<file path="src/rtl/uart_tx_scheduler_if.sv">
// Bundle of every signal between the transmit scheduler and its surroundings:
// the two byte requesters, the baud configuration port, the transmitter
// interface and the status outputs. The scheduler uses the slave view; the
// master view belongs to the system side (requesters plus transmitter).
interface uart_tx_scheduler_if;
    // requester 0
    logic       req0;
    logic [7:0] data0;
    logic       ack0;
    // requester 1
    logic       req1;
    logic [7:0] data1;
    logic       ack1;
    // baud configuration
    logic       cfg_wr;
    logic [2:0] cfg_baud;
    // transmitter side
    logic [2:0] baud_select;
    logic       Tx_EN;
    logic       Tx_WR;
    logic [7:0] Tx_DATA;
    logic       Tx_BUSY;
    // status
    logic       grant_id;
    logic       timeout_err;

    modport master (
        output req0, data0, req1, data1, cfg_wr, cfg_baud, Tx_BUSY,
        input  ack0, ack1, baud_select, Tx_EN, Tx_WR, Tx_DATA, grant_id, timeout_err
    );

    modport slave (
        input  req0, data0, req1, data1, cfg_wr, cfg_baud, Tx_BUSY,
        output ack0, ack1, baud_select, Tx_EN, Tx_WR, Tx_DATA, grant_id, timeout_err
    );
endinterface

</file>
<file path="src/rtl/uart_tx_scheduler.sv">
// Round-robin scheduler sharing one UART transmitter between two byte
// requesters. A granted byte is latched into Tx_DATA, announced with a
// one-cycle Tx_WR (acked to its requester in the same cycle) and the frame is
// tracked through Tx_BUSY. The scheduler also owns baud_select, which is only
// rewritten from IDLE so the baud never changes while a frame is on the line.
// Every output is a register.
module uart_tx_scheduler #(
    parameter int unsigned RISE_TIMEOUT = 16,   // WAIT_BUSY cycles allowed for Tx_BUSY to rise (>= 2)
    parameter logic [2:0]  BAUD_RESET   = 3'd0
) (
    input logic                clk,
    input logic                reset,           // asynchronous, active low
    uart_tx_scheduler_if.slave bus
);

    localparam int unsigned          TIMER_W    = $clog2(RISE_TIMEOUT);
    localparam logic [TIMER_W-1:0]   TIMER_LAST = TIMER_W'(RISE_TIMEOUT - 1);

    typedef enum logic [2:0] {
        IDLE,
        CFG,
        ISSUE,
        WAIT_BUSY,
        WAIT_DONE
    } state_t;

    state_t             state_q, state_d;
    logic [TIMER_W-1:0] timer_q, timer_d;
    logic               tx_wr_q, tx_wr_d;
    logic               ack0_q, ack0_d;
    logic               ack1_q, ack1_d;
    logic [7:0]         tx_data_q, tx_data_d;
    logic               tx_en_q, tx_en_d;
    logic               grant_q, grant_d;
    logic [2:0]         baud_q, baud_d;
    logic               pend_q, pend_d;
    logic [2:0]         pend_val_q, pend_val_d;
    logic               terr_q, terr_d;
    logic               winner;

    // State register and every registered output.
    // NOTE: asynchronous active-low reset with non-blocking assignments only, so
    // all registers update together at the edge and reset acts between edges.
    always_ff @(posedge clk or negedge reset) begin
        if (!reset) begin
            state_q    <= IDLE;
            timer_q    <= '0;
            tx_wr_q    <= 1'b0;
            ack0_q     <= 1'b0;
            ack1_q     <= 1'b0;
            tx_data_q  <= 8'h00;
            tx_en_q    <= 1'b0;
            grant_q    <= 1'b1;      // requester 0 wins the first tie
            baud_q     <= BAUD_RESET;
            pend_q     <= 1'b0;
            pend_val_q <= BAUD_RESET;
            terr_q     <= 1'b0;
        end else begin
            state_q    <= state_d;
            timer_q    <= timer_d;
            tx_wr_q    <= tx_wr_d;
            ack0_q     <= ack0_d;
            ack1_q     <= ack1_d;
            tx_data_q  <= tx_data_d;
            tx_en_q    <= tx_en_d;
            grant_q    <= grant_d;
            baud_q     <= baud_d;
            pend_q     <= pend_d;
            pend_val_q <= pend_val_d;
            terr_q     <= terr_d;
        end
    end

    // Next state, arbitration and next values of the registered outputs.
    always_comb begin
        // NOTE: every variable gets a default before the case, so no path can
        // leave one unassigned and infer a latch.
        state_d    = state_q;
        timer_d    = timer_q;
        tx_wr_d    = 1'b0;
        ack0_d     = 1'b0;
        ack1_d     = 1'b0;
        tx_data_d  = tx_data_q;
        grant_d    = grant_q;
        baud_d     = baud_q;
        pend_d     = pend_q;
        pend_val_d = pend_val_q;
        terr_d     = terr_q;
        winner     = 1'b0;

        case (state_q)
            IDLE: begin
                if (pend_q) begin
                    // Reconfigure only between frames; Tx_EN drops for this one cycle.
                    state_d = CFG;
                    baud_d  = pend_val_q;
                    pend_d  = 1'b0;
                end else if (!bus.Tx_BUSY && (bus.req0 || bus.req1)) begin
                    // On a tie the requester that did not own the last frame wins.
                    winner    = (bus.req0 && bus.req1) ? ~grant_q : bus.req1;
                    state_d   = ISSUE;
                    tx_data_d = winner ? bus.data1 : bus.data0;
                    grant_d   = winner;
                    tx_wr_d   = 1'b1;
                    ack0_d    = ~winner;
                    ack1_d    = winner;
                end
            end
            CFG: begin
                state_d = IDLE;
            end
            ISSUE: begin
                state_d = WAIT_BUSY;
                timer_d = '0;
            end
            WAIT_BUSY: begin
                if (bus.Tx_BUSY) begin
                    state_d = WAIT_DONE;
                end else if (timer_q == TIMER_LAST) begin
                    // Transmitter never acknowledged the write: flag it and move
                    // on; the byte is not retried.
                    terr_d  = 1'b1;
                    state_d = IDLE;
                end else begin
                    timer_d = timer_q + TIMER_W'(1);
                end
            end
            WAIT_DONE: begin
                // Frame length depends on the baud rate, so there is no timeout here.
                if (!bus.Tx_BUSY) begin
                    state_d = IDLE;
                end
            end
            default: begin
                state_d = IDLE;
            end
        endcase

        // A configuration strobe is captured in any state; the latest one wins,
        // including one arriving on the same edge that applies an older value.
        if (bus.cfg_wr) begin
            pend_d     = 1'b1;
            pend_val_d = bus.cfg_baud;
        end

        tx_en_d = (state_d != CFG);
    end

    assign bus.ack0        = ack0_q;
    assign bus.ack1        = ack1_q;
    assign bus.Tx_WR       = tx_wr_q;
    assign bus.Tx_DATA     = tx_data_q;
    assign bus.Tx_EN       = tx_en_q;
    assign bus.baud_select = baud_q;
    assign bus.grant_id    = grant_q;
    assign bus.timeout_err = terr_q;

endmodule

</file>
<file path="src/flat_wrapper.sv">
// flat-port wrapper written by rule: the top's interface ports become plain ports
module uart_tx_scheduler_flat 
#(
    parameter int unsigned RISE_TIMEOUT = 16,                                                         
    parameter logic [2:0]  BAUD_RESET   = 3'd0
)
  (clk, reset, bus_req0, bus_data0, bus_req1, bus_data1, bus_cfg_wr, bus_cfg_baud, bus_Tx_BUSY, bus_ack0, bus_ack1, bus_baud_select, bus_Tx_EN, bus_Tx_WR, bus_Tx_DATA, bus_grant_id, bus_timeout_err);
  uart_tx_scheduler_if bus_i ();
  input logic clk;
  input logic reset;
  input wire logic [$bits(bus_i.req0)-1:0] bus_req0;
  input wire logic [$bits(bus_i.data0)-1:0] bus_data0;
  input wire logic [$bits(bus_i.req1)-1:0] bus_req1;
  input wire logic [$bits(bus_i.data1)-1:0] bus_data1;
  input wire logic [$bits(bus_i.cfg_wr)-1:0] bus_cfg_wr;
  input wire logic [$bits(bus_i.cfg_baud)-1:0] bus_cfg_baud;
  input wire logic [$bits(bus_i.Tx_BUSY)-1:0] bus_Tx_BUSY;
  output wire logic [$bits(bus_i.ack0)-1:0] bus_ack0;
  output wire logic [$bits(bus_i.ack1)-1:0] bus_ack1;
  output wire logic [$bits(bus_i.baud_select)-1:0] bus_baud_select;
  output wire logic [$bits(bus_i.Tx_EN)-1:0] bus_Tx_EN;
  output wire logic [$bits(bus_i.Tx_WR)-1:0] bus_Tx_WR;
  output wire logic [$bits(bus_i.Tx_DATA)-1:0] bus_Tx_DATA;
  output wire logic [$bits(bus_i.grant_id)-1:0] bus_grant_id;
  output wire logic [$bits(bus_i.timeout_err)-1:0] bus_timeout_err;
  assign bus_i.req0 = bus_req0;
  assign bus_i.data0 = bus_data0;
  assign bus_i.req1 = bus_req1;
  assign bus_i.data1 = bus_data1;
  assign bus_i.cfg_wr = bus_cfg_wr;
  assign bus_i.cfg_baud = bus_cfg_baud;
  assign bus_i.Tx_BUSY = bus_Tx_BUSY;
  assign bus_ack0 = bus_i.ack0;
  assign bus_ack1 = bus_i.ack1;
  assign bus_baud_select = bus_i.baud_select;
  assign bus_Tx_EN = bus_i.Tx_EN;
  assign bus_Tx_WR = bus_i.Tx_WR;
  assign bus_Tx_DATA = bus_i.Tx_DATA;
  assign bus_grant_id = bus_i.grant_id;
  assign bus_timeout_err = bus_i.timeout_err;
  uart_tx_scheduler #(.RISE_TIMEOUT(RISE_TIMEOUT), .BAUD_RESET(BAUD_RESET)) u_core (.clk(clk), .reset(reset), .bus(bus_i));
endmodule
</file>
<file path="config.mk">
export PLATFORM = sky130hd
export DESIGN_NAME = uart_tx_scheduler_flat
export DESIGN_NICKNAME = d
export VERILOG_FILES = /design/src/rtl/uart_tx_scheduler_if.sv /design/src/rtl/uart_tx_scheduler.sv /design/src/flat_wrapper.sv
export SDC_FILE = /design/constraint.sdc
export NUM_CORES = 1
export LEC_CHECK = 0
export ABC_AREA = 1
export CAP_MARGIN = 20
export CORE_ASPECT_RATIO = 1.75
export CORE_MARGIN = 4
export CORE_UTILIZATION = 49
export DETAILED_ROUTE_END_ITERATION = 16
export PLACE_DENSITY_LB_ADDON = 0.12
export SYNTH_ARGS = -nofsm -noshare
export SYNTH_HDL_FRONTEND = slang
export SYNTH_SLANG_ARGS = --single-unit
</file>
<file path="constraint.sdc">
create_clock -name clk -period 2.9 [get_ports clk]
set_input_delay 0.29 -clock clk [delete_from_list [all_inputs] [get_ports clk]]
set_output_delay 0.29 -clock clk [all_outputs]
set_load 0.05 [all_outputs]
</file>
# Word level (Yosys, flattened, before mapping)
# Index checks and enable logic that the tools add are counted.
# classes
n_addsub	1
n_eq_ne	7
mux	22
bitwise_logic	4
reduce_logical	11
# op_table
operator	count
$mux W3	5
$mux W1	12
$pmux W3 S4	1
$reduce_and A3 Y1	3
$mux W4	2
$mux W8	1
$pmux W4 S2	1
$eq A3 B2 Y1 const B	2
$add A4 B1 Y4 const B	1
$eq A4 B4 Y1 const B	1
$ne A2 B2 Y1 const B	2
$not A1 Y1	4
$reduce_bool A2 Y1	2
$eq A3 B3 Y1 const B	1
$logic_not A3 Y1	1
$ne A3 B1 Y1 const B	1
$logic_and A1 B1 Y1	2
$reduce_and A2 Y1	1
$logic_not A1 Y1	1
$logic_or A1 B1 Y1	1
# word_totals
regBits	28
output_inout_bits	17

# Depth between registers and ports, before layout
# depth
ltp_word	6
depth_mapped	7
ltp_nobuf	7

# Worst setup path after synthesis
# No wires, ideal clock.
# synth_timing
kind	reg-to-reg
startpoint	reg u_core.grant_q (netlist: u_core.bus.grant_id)
endpoint	reg u_core.tx_data_q[0] (netlist: u_core.bus.Tx_DATA[0])
setup_time_ns	0.066
t_arrival_ns	1.189
required_time_ns	2.834
path_slack_ns	1.645
stages_incl_launch_ff	8
path_cell_list	dfstp_2 -> nand2_1 -> nand2_1 -> buf_4 -> nand2_1 -> nand2_1 -> nand2_1 -> nand2_1
# synth_between
elab_chain_len	3
# synth_lines
element	line	source
start: declaration	uart_tx_scheduler.sv:34	logic grant_q, grant_d;
start signal: assignment	uart_tx_scheduler.sv:66	grant_q <= grant_d;
$not A1 Y1	uart_tx_scheduler.sv:100	winner = (bus.req0 && bus.req1) ? ~grant_q : bus.req1;
$mux W1	uart_tx_scheduler.sv:100	
$mux W8	uart_tx_scheduler.sv:102	tx_data_d = winner ? bus.data1 : bus.data0;
end signal: assignment	uart_tx_scheduler.sv:64	tx_data_q <= tx_data_d;
end: declaration	uart_tx_scheduler.sv:32	logic [7:0] tx_data_q, tx_data_d;
# Every way passes these cells.
# A chain may end at the register's enable or synchronous reset.

# Worst setup path after layout
# layout_timing
startpoint	reg u_core.grant_q (netlist: u_core.bus.grant_id)
endpoint	out bus_grant_id
# layout_lines
element	line	source
end: declaration	flat_wrapper.sv:24	output wire logic [$bits(bus_i.grant_id)-1:0] bus_grant_id;
# No word-level cell between the ends.

==> impl_metrics.env <==
export IMPL_arrival_ns=1.62
export IMPL_worst_pin_slew_ns=0.517
export IMPL_syn_inst=155
export IMPL_nFillCells=207
export IMPL_io_pins=42
export IMPL_yosysTopAreaCellShare=0.518
export IMPL_fin_ws_ns=0.989
export IMPL_fp_dieW_um=47.0
export IMPL_core_area_um2=2520
export IMPL_wl_um=2820
export IMPL_wl_per_cell_um=12.5
export IMPL_vias_per_cell=5.01
export IMPL_crit_slowest_cell="clkdlybuf4s50_1"
export IMPL_maxCapViolCount=0
export IMPL_hold_path_class="in2async"
export IMPL_grt_pass1_wl_um=4650
export IMPL_worst_ep_required_time_ns=2.61
export IMPL_start_util=0.517
export IMPL_cts_resized=0
export IMPL_start_kind="flop"
export IMPL_die_area_um2=3590
export IMPL_cts_root_buf="clkbuf_8"
export IMPL_rsz0062_at_grt="no"
export IMPL_antenna_found_initial=0
export IMPL_hold_violations=0
export IMPL_drc=0
export IMPL_fmax_ghz=0.523
export IMPL_clock_skew_ns=0.00695
export IMPL_fin_setup_tns_ns=0
export IMPL_drt_pass1_iter_count=4
export IMPL_vias=1128
export IMPL_drt_iter0_markers=21
export IMPL_finalMaxSlewViolations=0
export IMPL_finalCritPeriodShare=0.659
export IMPL_clock_path_buffers=2
export IMPL_layout_drive_gt1_share=0.121
export IMPL_numCtsBuffers=3
export IMPL_htreeDepth=1
export IMPL_tritoncts="done"
export IMPL_path_buf_inv=1
export IMPL_finalCriticalPeriod_ns=1.91
export IMPL_cts_sinks=28
export IMPL_dpl_worst_slack_ns=1.21
export IMPL_holdBufCountCts=0
export IMPL_grt_pass1_vias=1125
export IMPL_power_mw=1.75
export IMPL_antenna_left=0
export IMPL_antenna_cells=0
export IMPL_avgSynthCellArea_um2=8.42
export IMPL_cp_cell_sequence="clkdlybuf4s50_1"
export IMPL_multi_input_area_um2=547
export IMPL_synthTopCellsByArea="dfrtp_1 52%, nand2_1 21%, nand3_1 2.7%"
export IMPL_grt_overflow_total=0
export IMPL_syn_nets=181
export IMPL_core_rowCount=24
export IMPL_post_dp_hpwl_um=2240
export IMPL_yosys_warnings=0
export IMPL_synth_area_um2=1310
export IMPL_p_per_area_nw_per_um2=969
export IMPL_nNetsFinal=226
export IMPL_gp_congestion=0.736
export IMPL_register_area_um2=702
export IMPL_path_max_fanout=3
export IMPL_path_class="reg2out"
export IMPL_finalSetupViolCount=0
export IMPL_clkTransAtPathRegs_ns=0.10
export IMPL_crit_path_end_kind="output pin"
export IMPL_leakage_nw=0.898
export IMPL_critical_path_top_delay_family="buffers and inverters"
export IMPL_ys_types=23
export IMPL_grt_start_max_net_pins=29
export IMPL_ys_ff_latch=28
export IMPL_cts_setup_buffers=0
export IMPL_synth_top_area_cell="dfrtp_1"
export IMPL_io_buffers=41
export IMPL_syn_to_final_growth_pct=38.5
export IMPL_ir_drop_v=0.000920
export IMPL_synth_yosys_seq_area_share=0.538
export IMPL_groute_usage_overall=0.175
export IMPL_status="finished, final reports clean"
export IMPL_slew_headroom=0.654
export IMPL_cpPeakStageDelay_ns=0.80
export IMPL_dieHeight_um=76.3
export IMPL_clock_latency_ns=0.27
-- cell type report --
cell class,instances,area share
multi-input cells,115,0.302
clock inverters,1,0.0166
repair buffers,42,0.231
flip-flops and latches,28,0.388
inverters,10,0.0208
well taps,26,0.0180
clock buffers,3,0.0228
-- stage by stage --
stage               std cells  hold slack, ns  utilization  area, um2
finish                    225           0.387        0.717       1810
global route              225           0.408        0.717       1810
CTS                       225           0.398        0.717       1810
detailed placement        221           0.461        0.688       1740
global placement          221           0.462        0.688       1740
floorplan                 155        -0.00559            -       1310
-- power breakdown --
part / leakage [nW] / switching, mW / total [mW] / internal, mW
clock network: 0.0357 / 0.118 / 0.303 / 0.185
registers: 0.357 / 0.0752 / 0.588 / 0.513
logic: 0.506 / 0.581 / 0.860 / 0.279
total: 0.898 / 0.774 / 1.75 / 0.977
-- synthesized netlist by cell type, drive strengths merged --
master and number:
buf 2, dfrtp 27, dfstp 1, ha 1, inv 10, nand2 79, nand3 7, nand4 1
nor2 11, o21ai 10, o21bai 3, o31ai 1, or2 2
-- final timing paths --
| check | start | endpoint | slack, ns | cells after the start |
|---|---|---|---|---|
| worst max-delay path | u_core.bus.grant_id$_DFFE_PN1P_ | bus_grant_id | 0.99 | 1 |
| worst min-delay path | reset | u_core.timer_q[2]$_DFFE_PN0P_ | 0.39 | 2 |
| worst max register to register | u_core.bus.grant_id$_DFFE_PN1P_ | u_core.bus.Tx_DATA[3]$_DFFE_PN0P_ | 1.52 | 7 |
| worst min register to register | u_core.bus.timeout_err$_DFFE_PN0P_ | u_core.bus.timeout_err$_DFFE_PN0P_ | 0.48 | 1 |
| max in group asynchronous | reset | u_core.bus.grant_id$_DFFE_PN1P_ | 2.21 | 2 |
| min in group clk | u_core.bus.timeout_err$_DFFE_PN0P_ | u_core.bus.timeout_err$_DFFE_PN0P_ | 0.48 | 1 |
-- cell usage in the layout (no fill, tap or decap), types with 2 or more instances in the layout --
cell type	n
o21ai_1	2
nor2_1	5
dfrtp_1	27
inv_1	5
nand3_1	7
clkdlybuf4s50_1	41
clkbuf_8	3
nand2_2	4
inv_2	5
o21bai_1	3
o21ai_0	7
nand2_1	74
nor2_2	4
-- routing by layer --
metal  part of all wire  wire [um]  global-route usage  vias up
met5                  0          0                   0        -
met4              0.017         47              0.0831        0
met2               0.54       1520               0.300       29
met1               0.39       1100               0.190      524
li1                   -          -                   -      571
met3              0.053        148              0.0378        4
-- sequential cells by signal (all words and copies together) (netlist names) --
name	count
u_core.pend_q	1
u_core.bus.timeout_err	1
u_core.bus.grant_id	1
u_core.bus.baud_select	3
u_core.bus.ack0	1
u_core.pend_val_q	3
u_core.bus.Tx_DATA	8
u_core.bus.Tx_EN	1
u_core.bus.Tx_WR	1
u_core.state_q	3
u_core.timer_q	4
u_core.bus.ack1	1
-- logic make-up (layout without fill, tap and decap cells) --
kind of cell             after synthesis  in the layout  synth area share
AO/OA/AOI/OAI                         14             14            0.0700
adder cells (fa/ha/maj)                1              1           0.00959
buffers and inverters                 12             56            0.0431
flip-flops                            28             28             0.538
AND/OR/NAND/NOR                      100            100             0.339
Note: power is estimated with default switching activity, not from simulation.
